`src/rtl/fir_pkg.sv`:
```
// Shared types and constants for the FIR tap feeder.
// Sample/coefficient sign-magnitude formats and FSM states.
package fir_pkg;
  localparam int NTAPS   = 71;
  localparam int SW      = 16;
  localparam int TIMEOUT = 255;
  localparam int AW      = 7;

  localparam logic [AW-1:0] NTAPS_A   = AW'(NTAPS);
  localparam logic [AW-1:0] LAST_TAP  = AW'(NTAPS - 1);
  localparam logic [7:0]    TIMEOUT_T = 8'(TIMEOUT);

  typedef struct packed {
    logic        sign;
    logic [15:0] mag;
  } coef_t;

  typedef struct packed {
    logic        sign;
    logic [31:0] mag;
  } sample_t;

  typedef enum logic [1:0] {
    IDLE,
    LOAD,
    RUN,
    DONE
  } state_e;

  // Two's complement to sign-magnitude; -2^(SW-1) maps to 2^(SW-1).
  function automatic sample_t to_sm(input logic [SW-1:0] s);
    sample_t r;
    logic [SW-1:0] a;
    a = s[SW-1] ? -s : s;
    r.sign = s[SW-1];
    r.mag  = {{(32-SW){1'b0}}, a};
    return r;
  endfunction
endpackage

```
`src/rtl/fir_ring_buf.sv`:
```
// Sample ring: NTAPS sign-magnitude entries, wrapping write pointer.
// Ports: wr_en/wr_data write at wr_ptr; rd_tap (0 = newest) -> rd_data.
module fir_ring_buf
  import fir_pkg::*;
(
  input  logic          clk,
  input  logic          rst_n,
  input  logic          wr_en,
  input  sample_t       wr_data,
  input  logic [AW-1:0] rd_tap,
  output sample_t       rd_data
);
  sample_t       ring_q [NTAPS];
  sample_t       ring_d [NTAPS];
  logic [AW-1:0] wr_ptr_q, wr_ptr_d;
  logic [AW:0]   sum;
  logic [AW:0]   idx;

  always_comb begin
    ring_d   = ring_q;
    wr_ptr_d = wr_ptr_q;
    if (wr_en) begin
      ring_d[wr_ptr_q] = wr_data;
      wr_ptr_d = (wr_ptr_q == LAST_TAP) ? '0
               : wr_ptr_q + 1'b1;
    end
  end

  always_ff @(posedge clk or negedge rst_n) begin
    if (!rst_n) begin
      for (int i = 0; i < NTAPS; i++) ring_q[i] <= '0;
      wr_ptr_q <= '0;
    end else begin
      ring_q   <= ring_d;
      wr_ptr_q <= wr_ptr_d;
    end
  end

  // (wr_ptr - 1 - tap) mod NTAPS, kept non-negative by adding NTAPS first.
  always_comb begin
    sum = {1'b0, wr_ptr_q} + {1'b0, LAST_TAP}
        - {1'b0, rd_tap};
    idx = (sum >= {1'b0, NTAPS_A})
        ? sum - {1'b0, NTAPS_A} : sum;
    rd_data = '0;
    if (rd_tap < NTAPS_A) rd_data = ring_q[idx[AW-1:0]];
  end
endmodule

```
`src/rtl/fir_tap_feeder.sv`:
```
// FIR MAC feeder: pending sample reg, ring, coef table, run FSM.
// Ports: sample/coef inputs, MAC handshake (enable/address/x/h/sign/over/y), result + status.
module fir_tap_feeder
  import fir_pkg::*;
(
  input  logic          clk,
  input  logic          rst_n,
  input  logic [SW-1:0] sample_in,
  input  logic          sample_vld,
  input  logic          coef_we,
  input  logic [AW-1:0] coef_addr,
  input  logic [16:0]   coef_data,
  output logic          mac_enable,
  input  logic [AW-1:0] mac_address,
  output logic [31:0]   mac_x,
  output logic [15:0]   mac_h,
  output logic          mac_sign,
  input  logic          mac_over,
  input  logic [31:0]   mac_y,
  output logic [31:0]   result,
  output logic          result_vld,
  output logic          busy,
  output logic          overrun,
  output logic          timeout_err
);
  state_e      state_q, state_d;
  logic        pend_q, pend_d;
  sample_t     pdat_q, pdat_d;
  coef_t       coef_q [NTAPS];
  coef_t       coef_d [NTAPS];
  logic [7:0]  timer_q, timer_d;
  logic        mac_en_q, mac_en_d;
  logic [31:0] result_q, result_d;
  logic        rvld_q, rvld_d;
  logic        overrun_q, overrun_d;
  logic        tout_q, tout_d;
  logic        ring_we;
  logic        drain;
  logic        coef_open;
  sample_t     tap;

  fir_ring_buf u_ring (
    .clk     (clk),
    .rst_n   (rst_n),
    .wr_en   (ring_we),
    .wr_data (pdat_q),
    .rd_tap  (mac_address),
    .rd_data (tap)
  );

  always_comb begin
    state_d   = state_q;
    pend_d    = pend_q;
    pdat_d    = pdat_q;
    coef_d    = coef_q;
    timer_d   = timer_q;
    mac_en_d  = mac_en_q;
    result_d  = result_q;
    rvld_d    = 1'b0;
    overrun_d = overrun_q;
    tout_d    = tout_q;
    ring_we   = 1'b0;
    drain     = 1'b0;

    unique case (state_q)
      IDLE: begin
        if (pend_q) begin
          ring_we = 1'b1;
          drain   = 1'b1;
          state_d = LOAD;
        end
      end
      LOAD: begin
        mac_en_d = 1'b1;
        timer_d  = '0;
        state_d  = RUN;
      end
      RUN: begin
        if (mac_over) begin
          result_d = mac_y;
          rvld_d   = 1'b1;
          mac_en_d = 1'b0;
          state_d  = DONE;
        end else if (timer_q == TIMEOUT_T) begin
          tout_d   = 1'b1;
          mac_en_d = 1'b0;
          state_d  = DONE;
        end else begin
          timer_d = timer_q + 8'd1;
        end
      end
      DONE: begin
        state_d = IDLE;
      end
      default: state_d = IDLE;
    endcase

    // A new strobe in the drain cycle refills the slot.
    if (drain) pend_d = 1'b0;
    if (sample_vld) begin
      if (!pend_q || drain) begin
        pend_d = 1'b1;
        pdat_d = to_sm(sample_in);
      end else begin
        overrun_d = 1'b1;
      end
    end

    // Table is frozen while the MAC may be reading it.
    coef_open = (state_q == IDLE) || (state_q == LOAD);
    if (coef_we && coef_open && (coef_addr < NTAPS_A))
      coef_d[coef_addr] = coef_data;
  end

  always_ff @(posedge clk or negedge rst_n) begin
    if (!rst_n) begin
      state_q   <= IDLE;
      pend_q    <= 1'b0;
      pdat_q    <= '0;
      for (int i = 0; i < NTAPS; i++) coef_q[i] <= '0;
      timer_q   <= '0;
      mac_en_q  <= 1'b0;
      result_q  <= '0;
      rvld_q    <= 1'b0;
      overrun_q <= 1'b0;
      tout_q    <= 1'b0;
    end else begin
      state_q   <= state_d;
      pend_q    <= pend_d;
      pdat_q    <= pdat_d;
      coef_q    <= coef_d;
      timer_q   <= timer_d;
      mac_en_q  <= mac_en_d;
      result_q  <= result_d;
      rvld_q    <= rvld_d;
      overrun_q <= overrun_d;
      tout_q    <= tout_d;
    end
  end

  always_comb begin
    mac_x    = '0;
    mac_h    = '0;
    mac_sign = 1'b0;
    if (mac_address < NTAPS_A) begin
      mac_x    = tap.mag;
      mac_h    = coef_q[mac_address].mag;
      mac_sign = tap.sign ^ coef_q[mac_address].sign;
    end
  end

  assign mac_enable  = mac_en_q;
  assign result      = result_q;
  assign result_vld  = rvld_q;
  assign busy        = (state_q != IDLE);
  assign overrun     = overrun_q;
  assign timeout_err = tout_q;
endmodule

```
`config.mk`:
```
export PLATFORM = sky130hd
export DESIGN_NAME = fir_tap_feeder
export DESIGN_NICKNAME = d
export VERILOG_FILES = /design/src/rtl/fir_pkg.sv /design/src/rtl/fir_ring_buf.sv /design/src/rtl/fir_tap_feeder.sv
export SDC_FILE = /design/constraint.sdc
export NUM_CORES = 2
export LEC_CHECK = 0
export BUFFER_PORTS_ARGS = -buffer_cell sky130_fd_sc_hd__buf_4
export CORE_UTILIZATION = 25
export CTS_CLUSTER_DIAMETER = 150
export CTS_CLUSTER_SIZE = 25
export DETAILED_ROUTE_END_ITERATION = 7
export SLEW_MARGIN = 20
export SYNTH_ARGS = -nofsm -noshare
export SYNTH_HDL_FRONTEND = slang
export SYNTH_HIERARCHICAL = 1
export SYNTH_SLANG_ARGS = --single-unit
```
`constraint.sdc`:
```
create_clock -name clk -period 15 [get_ports clk]
set_clock_uncertainty 0.1 [all_clocks]
set_input_delay 3 -clock clk [delete_from_list [all_inputs] [get_ports clk]]
set_output_delay 3 -clock clk [all_outputs]
set_load 0.01 [all_outputs]
```
# [After elaboration in Yosys (flattened, before gate mapping)]
# Index checks and enable logic that the tools add are counted.
# Widths: inputs -> output; s select.
[totals] reg_bits=3621 latch_bits=0 ramBits=0 rom_bits=0 mem_count=0
[classes] add_sub_neg=6 mul=0 div_mod_pow=0 magnitude_cmp=9 eq_ne=9 shift=0 n_mux=36 bitwise=7 reduce_logical=17
[ops] operator="$bwmux 2343" count=1
[ops] operator="$bwmux 1207" count=1
[ops] operator="$bmux 33 s7" count=1
[ops] operator="$demux 33 s7" count=1
[ops] operator="$mux 33" count=4
[ops] operator="$bmux 17 s7" count=1
[ops] operator="$demux 17 s7" count=1
[ops] operator="$mux 17" count=3
[ops] operator="$ge 8x8->1 const B" count=4
[ops] operator="$mux 16" count=2
[ops] operator="$mux 32" count=1
[ops] operator="$not 7->8" count=4
[ops] operator="$lt 8x1->1 const B" count=2
[ops] operator="$mux 8" count=2
[ops] operator="$neg 16->16" count=1
[ops] operator="$pmux 8 s2" count=1
[ops] operator="$lt 7x7->1 const B" count=2
[ops] operator="$mux 7" count=2
[ops] operator="$mux 1" count=10
[ops] operator="$reduce_and 2->1" count=5
[ops] operator="$add 7x7->8 const B" count=1
[ops] operator="$add 8x1->8 const B" count=1
[ops] operator="$eq 8x8->1 const B" count=1
[ops] operator="$ge 8x7->1 const B" count=1
[ops] operator="other kinds (19)" count=31

# [Longest topological paths before layout]
[logic_depth] ltp_word=11 mapped_depth=26

# [Modules after synthesis]
# The synthesis kept the hierarchy.
[by_module_without_submodules] module="fir_ring_buf" n_inst=1 cells_each=8859 area_per_inst_um2=110529.8 seq_area_each_um2=58806.4
[by_module_without_submodules] module="fir_tap_feeder" n_inst=1 cells_each=3649 area_per_inst_um2=57974.4 seq_area_each_um2=31805.5

# [Worst setup path before layout]
# Ideal clock, no wire load.
[synth_path] path_type="input-to-output" from="input port mac_address[1]" to="output port mac_sign" arrival_time_ps=7313 required_time_ps=11900 slack_ps=4587 stages=23 n_path_buf=5 cell_sequence="ha_1 > inv_1 > ha_1 > fa_1 > a211oi_2 > nor4b_2 > or3_1 > buf_6 > or4_1 > buf_2 > o21a_1 > buf_6 > buf_6 > buf_2 > o22ai_1 > nor3_1 > nor4_1 > o21bai_1 > a31o_1 > xnor2_1 > a21o_1 > o41ai_1 > nor3_1"
[synth_lines] element="start, declared" line="fir_tap_feeder.sv:14" text="input logic [AW-1:0] mac_address,"
[synth_lines] element="end, declared" line="fir_tap_feeder.sv:17" text="output logic mac_sign,"

==> flow_summary.toml <==
[drt]
routed_via_density = 5.102
drt.antenna.violating_nets = 0
wl_per_cell_um = 25.23
drt_wl_total_um = 530300
dr_total_vias = 107200
detail_route.first_pass.iterations = 8
drt_iter0_drc = 9889
drc_errors = 0

[yosys]
ffs_latches_synth = 3621
async_reset_ff_frac = 1.000
ys_warn_count = 6
synth_cells = 12510
synth_flop_cell = "dfrtp_1"
netlist-cell-type-count = 99
mappedNetlistArea_sq_um = 168500
avgSynthCellArea_sq_um = 13.47
synth_enable_flop_cells = 0
yosysSeqAreaShare = 0.5377

[setup_path]
worstSetupEndpointType = "output pin"
worst_path_max_delay_cell = "nor3_1"
setup.worst_path.start_class = "input pin"
critical_path.n_buffers_inverters = 5
crit_path_frequent_cell = "buf_4"
crit_path_max_incr_delay_ns = 0.77
timing_worst_setup_path_type = "input pin to output pin"
critical_path_arrival_ns = 10.79
worst_ep_required_time_ns = 11.90
worstPathMaxFanout = 43
worstPathCellList = "buf_8, ha_4, inv_1, ha_1, fa_4, a211oi_2, nor4b_2, or3_1, a21oi_1, o22a_1, nor4_1, nand2_1, buf_4, o21ba_2, nor4_1, o211a_1, a31o_1, xnor2_1, a21o_1, o41ai_1, nor3_1, buf_4, buf_4"
critical_path.top_delay_family = "simple AND/OR/NAND/NOR gates"

[cells_and_area]
finish.utilization = 0.2745
design_area_sq_um = 184400
layoutNonFillerInstCount = 21020
final_layout_size_suffix_gt1_frac = 0.4099
layout-area-overhead-vs-synth_pct = 9.405
number_of_nets_in_the_layout = 12160

[floorplanning]
core_area_sq_um = 671500
std_cell_rows = 301
fp.dieW_um = 823.0
boundaryPins = 170
fp.dieArea_sq_um = 677300
dieHeight_um = 823.0
effective_utilization_at_floorplan = 0.2509

[grt]
globalRouteTotalUtil = 0.1515
grt_antenna_before_repair = 50
grt_first_pass_wirelength_um = 778400
pin_count_of_the_biggest_net_entering_global_routing = 210
first_global_vias = 108900
grt_overflow = 0

[placement]
dp_cells = 20820
detailedPlacementHpwl_um = 317300
gpl.final_weighted_congestion = 0.8346
dpl_cell_area_sq_um = 179800
place_worst_setup_slack_ns = 1.274
io_buffer_count = 169

[run_status]
outcome = "finished, final reports clean"

[timing]
fin_tns_setup_ns = 0
final.min_clock_period_ns = 13.89
layout_worst_path_cycle_share = 0.9260
final.hold.worst_slack_ns = 0.3832
fin_ws_ns = 1.110
number_of_max_slew_violations_in_the_final_report = 0
maxClockFrequency_ghz = 0.07199
setup_viol_count_final = 0
hold_viol_final = 0
rsz0062_at_grt = "no"
max_slew_margin = 0.08810
tightestPinTransition_ns = 1.363

[clock_network]
path_clk_slew_ns = 0.10
cts_root_buf = "clkbuf_16"
clockBufferDepth = 4
htreeDepth = 4
clock_buffer_count_from_cts = 168
post_cts_hold_buffer_count = 0
insertion_delay_ns = 0.99
setup_fix_buffers_added_after_clock_tree_synthesis = 0
cts.sinks = 3621
cts_tree = "done"
post_cts.resized_instances = 0

[min_path]
timing.hold.worst.class = "flop to flop"

[pwr]
power.share.sequential = 0.324
vdd_drop_max_mv = 0.4166
total_power_mw = 34.86
p_leak_nw = 83.57
p_sw_mw = 16.23
p_int_mw = 18.63
pwr_density_cell_nw_per_um2 = 189.1
p_sw_frac = 0.4655
combinationalPowerShare = 0.522
power_frac_clock = 0.153

[run]
drv_cap = 0
## sequential cells by signal, summed over array words and instances (netlist names)
register and flops:
mac_enable 1, pdat_q 17, coef_q 1207, timeout_err 1, timer_q 8, result 32, overrun 1, result_vld 1
u_ring/wr_ptr_q 7, state_q 2, u_ring/ring_q 2343, pend_q 1
## cells by family after synthesis
family	Yosys count	synth area share
AOI/OAI and AO/OA	1476	0.06027
other	1	0.00002225
and+or+nand+nor	1887	0.05463
DFF	3621	0.5377
muxes	4224	0.3132
adders and majority gates	23	0.001752
buffers and inverters	1250	0.03098
xor gates and xnor gates	26	0.001396
## Yosys cell counts (all sizes together) (26+ instances only)
library cell / count / area share
a22oi: 73 / 0.0033
and2: 48 / 0.0018
o21ba: 26 / 0.0015
nand3: 172 / 0.0051
nor2: 340 / 0.0080
mux2: 3589 / 0.24
or3: 170 / 0.0063
o221ai: 56 / 0.0029
buf: 306 / 0.0099
mux2i: 155 / 0.0092
o22ai: 282 / 0.010
nand4b: 52 / 0.0027
o211a: 26 / 0.0015
nand2: 640 / 0.014
a211oi: 170 / 0.0076
o21ai: 308 / 0.0093
a21oi: 159 / 0.0047
nor3: 231 / 0.0069
o21bai: 26 / 0.0012
o21a: 28 / 0.0013
a31o: 29 / 0.0015
mux4: 480 / 0.064
o211ai: 48 / 0.0022
a222oi: 26 / 0.0015
clkbuf: 917 / 0.020
dfrtp: 3621 / 0.54
inv: 26 / 0.00058
nor4: 62 / 0.0023
and3: 63 / 0.0023
o311ai: 112 / 0.0058
## placed cells by master (no fill, tap or decap), drive strengths merged, types with 172 or more instances in the layout
| cell type | count |
|---|---|
| o22ai | 282 |
| mux2 | 3589 |
| nand2 | 640 |
| buf | 467 |
| mux4 | 480 |
| clkbuf | 175 |
| nor2 | 340 |
| o21ai | 308 |
| nor3 | 231 |
| dfrtp | 3621 |
| nand3 | 172 |
## per-layer routing
metal,vias to the layer above,share of wire,track usage
met3,848,0.061,0.02414
li1,44870,-,-
met1,58110,0.44,0.2093
met5,-,0.00031,0
met4,24,0.039,0.05255
met2,3394,0.46,0.2411
## worst reg2reg max path, cell delays in order (launching register included)
cell     delay, ns
dfrtp_1       0.40
inv_1         0.12
ha_1          0.33
and2_1        0.65
nand2_1       0.27
or3_1         0.81
nor2_4        0.79
buf_4         0.61
mux2_2        0.48
## power by group through the flow
stage | combinational, mW | clock, mW | sequential, mW
finish | 18.2 | 5.35 | 11.3
detailed placement | 17.9 | 0 | 11.5
CTS | 17.9 | 5.52 | 11.3
floorplan | 10.3 | 0 | 11.3
global route | 19.0 | 5.82 | 11.4
global placement | 17.8 | 0 | 11.4
## layout make-up
cell class              instances  area (sq um)
diodes                         19         47.55
clock buffers                 175          4337
clock inverters                10         141.4
fillers                     68480        487100
inverters                      27         106.4
multi-input cells            7764         73890
flip-flops and latches       3621         90630
well taps                    8938         11180
repair buffers                467          4014
## final timing paths
check,startpoint,end,slack (ns),cells after the start
max in group asynchronous,rst_n,coef_q[658],9.77,4
hold / removal,overrun,overrun,0.38,1
hold reg to reg,overrun,overrun,0.38,1
setup / recovery,mac_address[0],mac_sign,1.11,23
setup reg to reg,state_q[0],u_ring/ring_q[1178],10.45,8
min in group asynchronous,rst_n,u_ring/ring_q[2188],1.86,1
Power figures use the tool's default switching activity.
